### src/rtl/sdram_arbiter_pkg.sv
// Shared encodings for the two-port SDRAM command arbiter: FSM states, op codes, port indices.
package sdram_arbiter_pkg;

   typedef enum logic [2:0] {
      ST_INIT   = 3'd0,
      ST_IDLE   = 3'd1,
      ST_CMD    = 3'd2,
      ST_RDWAIT = 3'd3,
      ST_DONE   = 3'd4
   } state_t;

   typedef enum logic {
      OP_RD = 1'b0,
      OP_WR = 1'b1
   } op_t;

   localparam logic PORT_CPU = 1'b0;
   localparam logic PORT_DMA = 1'b1;

endpackage

### src/rtl/sdram_arbiter_arb_select.sv
// Two-port winner selection: combinational decision, registered last-grant and starvation count.
// Zero-latency decision; state advances only on cycles where a grant is actually taken.
module sdram_arbiter_arb_select
   import sdram_arbiter_pkg::*;
#(
   parameter int PRIO_MODE  = 0,
   parameter int STARVE_MAX = 4
) (
   input  logic cpu_clk,
   input  logic rst_in,
   input  logic req0,
   input  logic req1,
   input  logic take,
   output logic win,
   output logic win_vld,
   output logic last_grant
);

   localparam logic [7:0] STARVE_LIM = 8'(STARVE_MAX);

   logic [7:0] starve_cnt;
   logic       starved;

   assign starved = (PRIO_MODE == 0) && (STARVE_MAX != 0) && (starve_cnt == STARVE_LIM);

   always_comb begin
      win_vld = take & (req0 | req1);
      win     = PORT_CPU;
      if (req1 && !req0) begin
         win = PORT_DMA;
      end else if (req0 && req1) begin
         if (PRIO_MODE == 1) win = ~last_grant;
         else if (starved)   win = PORT_DMA;
      end
   end

   // Count only arbitrations that port 1 actually lost; saturate at the limit.
   always_ff @(posedge cpu_clk) begin
      if (!rst_in) begin
         last_grant <= PORT_CPU;
         starve_cnt <= '0;
      end else if (win_vld) begin
         last_grant <= win;
         if (win == PORT_DMA)
            starve_cnt <= '0;
         else if (req1 && (PRIO_MODE == 0) && (starve_cnt != STARVE_LIM))
            starve_cnt <= starve_cnt + 8'd1;
      end
   end

endmodule

### src/rtl/sdram_arbiter.sv
// Shares one SDRAM controller command port between CPU (port 0) and DMA master (port 1).
// Grant-to-command 1 cycle; command held until mem_cack, done pulses one cycle; timeout aborts with err.
module sdram_arbiter
   import sdram_arbiter_pkg::*;
#(
   parameter int ADDR_W     = 23,
   parameter int PRIO_MODE  = 0,
   parameter int STARVE_MAX = 4,
   parameter int TIMEOUT    = 255
) (
   input  logic              cpu_clk,
   input  logic              rst_in,
   input  logic              p0_read,
   input  logic              p0_write,
   input  logic              p0_instr,
   input  logic [ADDR_W-1:0] p0_addr,
   input  logic [15:0]       p0_wdata,
   output logic [31:0]       p0_rdata,
   output logic              p0_done,
   output logic              p0_err,
   input  logic              p1_read,
   input  logic              p1_write,
   input  logic              p1_instr,
   input  logic [ADDR_W-1:0] p1_addr,
   input  logic [15:0]       p1_wdata,
   output logic [31:0]       p1_rdata,
   output logic              p1_done,
   output logic              p1_err,
   output logic [ADDR_W-1:0] mem_addr,
   output logic [15:0]       mem_wdata,
   output logic              mem_read,
   output logic              mem_write,
   output logic              mem_instr,
   input  logic [31:0]       mem_rdata,
   input  logic              mem_busy,
   input  logic              mem_ready,
   input  logic              mem_cack,
   output logic              grant,
   output logic              active
);

   localparam logic [7:0] TO_LAST = 8'(TIMEOUT - 1);

   state_t            state, state_n;
   op_t               lat_op;
   logic [ADDR_W-1:0] lat_addr;
   logic [15:0]       lat_wdata;
   logic              lat_instr;
   logic [7:0]        tcnt;
   logic              err_q;
   logic              take, win, win_vld, capture, abort, t_exp;

   sdram_arbiter_arb_select #(
      .PRIO_MODE  (PRIO_MODE),
      .STARVE_MAX (STARVE_MAX)
   ) u_sel (
      .cpu_clk    (cpu_clk),
      .rst_in     (rst_in),
      .req0       (p0_read | p0_write),
      .req1       (p1_read | p1_write),
      .take       (take),
      .win        (win),
      .win_vld    (win_vld),
      .last_grant (grant)
   );

   assign t_exp = (tcnt == TO_LAST);

   always_comb begin
      state_n = state;
      take    = 1'b0;
      capture = 1'b0;
      abort   = 1'b0;
      case (state)
         ST_INIT:   if (!mem_busy) state_n = ST_IDLE;
         ST_IDLE: begin
            take = 1'b1;
            if (win_vld) state_n = ST_CMD;
         end
         ST_CMD: begin
            if (mem_cack) begin
               if (lat_op == OP_WR) begin
                  state_n = ST_DONE;
               end else if (mem_ready) begin
                  capture = 1'b1;
                  state_n = ST_DONE;
               end else begin
                  state_n = ST_RDWAIT;
               end
            end else if (t_exp) begin
               abort   = 1'b1;
               state_n = ST_DONE;
            end
         end
         ST_RDWAIT: begin
            if (mem_ready) begin
               capture = 1'b1;
               state_n = ST_DONE;
            end else if (t_exp) begin
               abort   = 1'b1;
               state_n = ST_DONE;
            end
         end
         ST_DONE:   state_n = ST_IDLE;
         default:   state_n = ST_INIT;
      endcase
   end

   always_ff @(posedge cpu_clk) begin
      if (!rst_in) begin
         state     <= ST_INIT;
         lat_op    <= OP_RD;
         lat_addr  <= '0;
         lat_wdata <= '0;
         lat_instr <= 1'b0;
         tcnt      <= '0;
         err_q     <= 1'b0;
         p0_rdata  <= '0;
         p1_rdata  <= '0;
      end else begin
         state <= state_n;
         // Timer restarts on every state change so CMD and RDWAIT each get a full budget.
         if (state_n != state)
            tcnt <= '0;
         else if (state == ST_CMD || state == ST_RDWAIT)
            tcnt <= tcnt + 8'd1;
         if (win_vld) begin
            lat_addr  <= win ? p1_addr  : p0_addr;
            lat_wdata <= win ? p1_wdata : p0_wdata;
            lat_instr <= win ? p1_instr : p0_instr;
            lat_op    <= (win ? p1_write : p0_write) ? OP_WR : OP_RD;
         end
         if (state_n == ST_DONE && state != ST_DONE)
            err_q <= abort;
         if (capture) begin
            if (grant == PORT_DMA) p1_rdata <= mem_rdata;
            else                   p0_rdata <= mem_rdata;
         end
      end
   end

   assign mem_read  = (state == ST_CMD) && (lat_op == OP_RD);
   assign mem_write = (state == ST_CMD) && (lat_op == OP_WR);
   assign mem_addr  = lat_addr;
   assign mem_wdata = lat_wdata;
   assign mem_instr = lat_instr;
   assign active    = (state == ST_CMD) || (state == ST_RDWAIT) || (state == ST_DONE);
   assign p0_done   = (state == ST_DONE) && (grant == PORT_CPU);
   assign p1_done   = (state == ST_DONE) && (grant == PORT_DMA);
   assign p0_err    = p0_done && err_q;
   assign p1_err    = p1_done && err_q;

endmodule

### config.mk
export PLATFORM = sky130hd
export DESIGN_NAME = sdram_arbiter
export DESIGN_NICKNAME = d
export VERILOG_FILES = /design/src/rtl/sdram_arbiter_pkg.sv /design/src/rtl/sdram_arbiter_arb_select.sv /design/src/rtl/sdram_arbiter.sv
export SDC_FILE = /design/constraint.sdc
export NUM_CORES = 1
export LEC_CHECK = 0
export ABC_AREA = 1
export CELL_PAD_IN_SITES_DETAIL_PLACEMENT = 1
export CELL_PAD_IN_SITES_GLOBAL_PLACEMENT = 1
export CORE_AREA = 2 2 147 149
export DETAILED_ROUTE_END_ITERATION = 7
export DIE_AREA = 0 0 149 151
export MAX_ROUTING_LAYER = met4
export PLACE_DENSITY = 0.74
export REMOVE_ABC_BUFFERS = 1
export SYNTH_ARGS = -nofsm -noshare
export SYNTH_HDL_FRONTEND = slang
export SYNTH_HIERARCHICAL = 1
export SYNTH_SLANG_ARGS = --single-unit
export TNS_END_PERCENT = 10
### constraint.sdc
create_clock -name cpu_clk -period 1.8 [get_ports cpu_clk]
set_clock_uncertainty 0.1 [all_clocks]
set_input_delay 0.18 -clock cpu_clk [delete_from_list [all_inputs] [get_ports cpu_clk]]
set_output_delay 0.18 -clock cpu_clk [all_outputs]
set_load 0.005 [all_outputs]
# Yosys cells after proc, flatten, opt, wreduce, memory -nomap -nowiden
# Index checks and enable logic that the tools add are counted.
[totals]
ff_bits = 126
inputBits = 121
output_inout_bits = 112
word_cells = 76
[op_classes]
add_sub_neg = 2
n_eq_ne = 10
mux = 27
bitwise = 7
n_reduce_logical = 19
[ops]
columns = ["operator", "count"]
rows = [
  ["$mux W23", 1],
  ["$mux W3", 7],
  ["$add A8 B1 Y8 const B", 2],
  ["$mux W16", 1],
  ["$mux W8", 2],
  ["$pmux W3 S5", 1],
  ["$mux W1", 13],
  ["$logic_and A1 B1 Y1", 10],
  ["$eq A8 B3 Y1 const B", 1],
  ["$eq A8 B8 Y1 const B", 1],
  ["$ne A8 B3 Y1 const B", 1],
  ["$eq A3 B2 Y1 const B", 2],
  ["$eq A3 B3 Y1 const B", 2],
  ["$reduce_and A2 Y1", 3],
  ["$pmux W1 S2", 2],
  ["$eq A3 B1 Y1 const B", 1],
  ["$logic_not A3 Y1", 1],
  ["$ne A3 B3 Y1", 1],
  ["$ne A3 B3 Y1 const B", 1],
  ["$not A1 Y1", 3],
  ["$or A1 B1 Y1", 3],
  ["$logic_or A1 B1 Y1", 2],
  ["$reduce_bool A2 Y1", 1],
  ["$reduce_or A2 Y1", 1],
  ["other kinds (2)", 2],
]

# Longest topological paths before layout
[depth]
word_depth = 7
ltp_mapped = 13
mapped_depth_nobuf = 12

# Hierarchy
# Netlist, hierarchy kept.
[by_module_without_submodules]
columns = ["module", "instances", "cells_each", "area_each_um2", "seq_area_each_um2"]
rows = [
  ["sdram_arbiter", 1, 663, 5076.1, 2342.2],
  ["sdram_arbiter_arb_select", 1, 81, 514.2, 180.2],
]

# Least setup slack after synthesis
# No wires, ideal clock.
[synth_timing]
path_type = "flip-flop to flip-flop"
from = "reg u_sel.starve_cnt[0]"
to = "reg lat_op"
setup_time_ns = 0.116
arrival_time_ns = 1.617
required_ns = 1.584
setup_slack_ns = -0.033
path_stages_with_launch = 14
path_buffers = 2
period_less_slack_ns = 1.833
cell_sequence = "dfxtp_1 inv_1 ha_1 nand3_1 o21ai_0 nand2_1 inv_1 clkbuf_1 inv_1 clkbuf_1 nand2_1 nand3_1 o211ai_1 inv_1"
[synth_between]
elab_chain_cells = 6
[synth_lines]
columns = ["element", "line_no", "text"]
rows = [
  ["start, declared", "sdram_arbiter_arb_select.sv:21", "logic [7:0] starve_cnt;"],
  ["start signal, assigned", "sdram_arbiter_arb_select.sv:47", "starve_cnt <= starve_cnt + 8'd1;"],
  ["$eq A8 B3 Y1", "sdram_arbiter_arb_select.sv:24", "assign starved = (PRIO_MODE == 0) && (STARVE_MAX != 0) && (starve_cnt == STARVE_LIM);"],
  ["$mux W1", "sdram_arbiter_arb_select.sv:33", "else if (starved) win = PORT_DMA;"],
  ["$mux W1", "sdram_arbiter_arb_select.sv:31", "end else if (req0 && req1) begin"],
  ["$mux W1", "sdram_arbiter_arb_select.sv:29", "if (req1 && !req0) begin"],
  ["via win", "sdram_arbiter.sv:51", "logic take, win, win_vld, capture, abort, t_exp;"],
  ["$mux W1 (2 in a row)", "sdram_arbiter.sv:131", "lat_op <= (win ? p1_write : p0_write) ? OP_WR : OP_RD;"],
  ["end signal, assigned", "sdram_arbiter.sv:131", ""],
  ["end, declared", "sdram_arbiter.sv:45", "op_t lat_op;"],
]
# The timed path passes the listed nets, and every way through them passes these cells.
# A chain may end at the register's enable or synchronous reset.

# Worst setup path in the final report
[layout_timing]
from = "reg u_sel.starve_cnt[0]"
to = "reg lat_addr[14], in the netlist mem_addr[14]"
[layout_between]
elab_chain_cells = 5
[layout_lines]
columns = ["element", "line_no", "text"]
rows = [
  ["$eq A8 B3 Y1", "sdram_arbiter_arb_select.sv:24", ""],
  ["$mux W1", "sdram_arbiter_arb_select.sv:33", ""],
  ["$mux W1", "sdram_arbiter_arb_select.sv:31", ""],
  ["$mux W1", "sdram_arbiter_arb_select.sv:29", ""],
  ["via win", "sdram_arbiter.sv:51", ""],
  ["$mux W23", "sdram_arbiter.sv:128", "lat_addr <= win ? p1_addr : p0_addr;"],
  ["end signal, assigned", "sdram_arbiter.sv:128", ""],
  ["end, declared", "sdram_arbiter.sv:46", "logic [ADDR_W-1:0] lat_addr;"],
]
# The timed path passes the listed nets, and every way through them passes these cells.

==> results.sh <==
export IMPL_drc_errors=0
export IMPL_rsz0062_at_grt="true"
export IMPL_setup_ws_ns=0.0610
export IMPL_root_buffer="clkbuf_16"
export IMPL_die_width_um=149
export IMPL_synth_cells=744
export IMPL_synth_edff_count=0
export IMPL_dp_hpwl_mm=13.6
export IMPL_relSlewSlack=0.799
export IMPL_finalPower_mw=7.73
export IMPL_syn_area_um2=5590
export IMPL_clk_pin_slew_ns=0.06
export IMPL_initial_core_util=0.268
export IMPL_port_buffer_count=232
export IMPL_placed_area_um2=8410
export IMPL_grt_pass1_vias=5758
export IMPL_use_met2=0.294
export IMPL_cts_htree_levels=4
export IMPL_num_rows=53
export IMPL_routed_via_density=4.41
export IMPL_gr_usage_met3=0.0346
export IMPL_min_period_over_period=0.966
export IMPL_wl_per_cell_um=14.3
export IMPL_peakVddDrop_mv=0.503
export IMPL_dieArea_um2=22500
export IMPL_maxCapViolCount=0
export IMPL_place_gp_congestion=0.823
export IMPL_leakagePower_nw=3.66
export IMPL_drive_above_1_share=0.123
export IMPL_synth_seq_area_share=0.451
export IMPL_path_class="register to register"
export IMPL_yosysWarningCount=6
export IMPL_cts_tree="yes"
export IMPL_globalRouteOverflowTotal=0
export IMPL_synth_top_area_share=0.451
export IMPL_yosysTopAreaCell="dfxtp_1"
export IMPL_dp_worst_setup_slack_ns=-0.288
export IMPL_die_height_um=151
export IMPL_slew_violations=0
export IMPL_grt_antenna_before_repair=0
export IMPL_synthTopCellsByCount="inv_1 (131), dfxtp_1 (126), nand2_1 (126)"
export IMPL_fp_coreArea_um2=20800
export IMPL_cts_hold_buf=0
export IMPL_setup_viol=0
export IMPL_min_path_type="input pin to register"
export IMPL_worst_endpoint_arrival_ns=1.93
export IMPL_fin_area_um2=9070
export IMPL_ys_flop_type="dfxtp_1"
export IMPL_endpoint_kind="register"
export IMPL_synth_async_sr_flop_share=0
export IMPL_clock_path_buffers=2
export IMPL_synth_most_common_cell="inv_1"
export IMPL_fmax_ghz=0.575
export IMPL_powerDensity_nw_per_um2=852
export IMPL_status="completed"
export IMPL_ant_nets=0
export IMPL_drt_total_wl_mm=18.4
export IMPL_grt_busiest_layer="met2"
export IMPL_grt_max_degree=52
export IMPL_dr_pass1_iters=4
export IMPL_grt_pass1_wl_mm=29.7
export IMPL_antennaDiodeCount=0
export IMPL_drtIter0Drc=163
export IMPL_nets=1123
export IMPL_nFillCells=2533
export IMPL_synthDistinctLibCells=34
export IMPL_worstPathRequired_ns=1.99
export IMPL_path_max_fanout=41
export IMPL_cts_sinks=126
export IMPL_syn_area_per_cell_um2=7.51
export IMPL_setup_tns_ns=0
export IMPL_cp_start_kind="register"
export IMPL_synthTopCellsByArea="dfxtp_1 (45%), inv_1 (8.8%), nand2_1 (8.5%)"
export IMPL_area_delta_synth_final_pct=62.3
export IMPL_hold_violations=0
export IMPL_worstSkewPairLatency_ns=0.41
export IMPL_pin_count=233
export IMPL_tightest_slew_ns=0.302
export IMPL_grtUsageMet1=0.202
export IMPL_dr_total_vias=5667
export IMPL_synth_seq_cells=126
export IMPL_fin_crit_ns=1.74
export IMPL_numCtsBuffers=17
export IMPL_grt_use_total=0.172
[worst max-delay path, cell delays in order, from the launching register on]
cell      delay [ns]
dfxtp_1         0.32
inv_1           0.07
ha_1            0.14
nand3_1         0.09
o21ai_2         0.14
nand2_1         0.08
inv_2           0.08
inv_1           0.06
buf_12          0.17
nand2_1         0.07
nand3_1         0.09
o211ai_1        0.13
inv_1           0.08
[final timing paths]
path / startpoint / to / slack, ns / cells after the start
max reg2reg: u_sel/starve_cnt[0]$_SDFFE_PN0P_ / mem_addr[14]$_SDFFE_PN0P_ / 0.06 / 12
min reg2reg: p1_rdata[6]$_SDFFE_PN0P_ / p1_rdata[6]$_SDFFE_PN0P_ / 0.34 / 2
max: u_sel/starve_cnt[0]$_SDFFE_PN0P_ / mem_addr[14]$_SDFFE_PN0P_ / 0.06 / 12
min: rst_in / u_sel/last_grant$_SDFFE_PN0P_ / 0.06 / 3
[metal layers]
metal / wire (um) / share of wire / vias to the layer above
met4: 291 / 0.016 / 0
li1: - / - / 2908
met5: 0 / 0 / -
met3: 716 / 0.039 / 21
met2: 9550 / 0.52 / 110
met1: 7840 / 0.43 / 2628
[power breakdown]
part	leakage (nW)	switching (mW)	internal, mW	total (mW)
sequential	1.02	0.0735	2.92	2.99
clock	0.296	1.37	2.20	3.57
combinational	2.35	0.515	0.655	1.17
[cell type report]
cell class	instances	area [um^2]	area share
Clock buffer	17	425	0.0469
Clock inverter	15	184	0.0203
Inverter	134	503	0.0554
Multi-Input combinational cell	442	2350	0.259
Sequential cell	126	2520	0.278
Tap cell	275	344	0.0379
Timing Repair Buffer	277	2740	0.302
[what timing repair did]
action / in CTS / in global routing
hold endpoints to repair: 0 / 0
setup endpoints to repair: 41 / 54
gates resized for setup: 18 / 9
buffers inserted: 0 / 3
pin swaps: 0 / 4
[state kept, by name, indices dropped and copies added, names as in the netlist]
| name | flops |
|---|---|
| mem_addr | 23 |
| u_sel/starve_cnt | 8 |
| err_q | 1 |
| tcnt | 8 |
| lat_op | 1 |
| p0_rdata | 32 |
| state | 3 |
| mem_instr | 1 |
| p1_rdata | 32 |
| u_sel/last_grant | 1 |
| mem_wdata | 16 |
[through the flow]
stage          hold WS, ns   util  std cells
5_1_grt             0.0650  0.436       1286
3_3_place_gp         0.330  0.404       1251
6_report            0.0620  0.436       1286
4_1_cts             0.0428  0.435       1283
2_1_floorplan        0.178      -        702
3_5_place_dp         0.337  0.404       1251
[cells in the final DEF (no fill, tap or decap), types with 4 or more instances in the layout]
master,synthesis,final
a21oi_1,65,65
a21oi_2,5,5
buf_12,0,7
buf_4,0,37
clkbuf_16,0,17
clkdlybuf4s50_1,0,224
dfxtp_1,126,125
dlygate4sd2_1,0,4
ha_1,4,4
inv_1,131,126
inv_2,3,8
nand2_1,126,126
nand3_1,58,57
nor2_1,32,30
nor2_2,12,13
o211ai_1,41,41
o21ai_0,13,12
o21ai_1,56,56
xor2_1,5,5
[cells by family after synthesis]
kind of cell,count (synthesis),share of synthesized area
xor+xnor,8,0.0125
fa+ha+maj,4,0.00895
buf+inv,176,0.136
compound gates,183,0.187
flops,126,0.451
simple gates,247,0.205
Note: power is estimated with default switching activity, not from simulation.
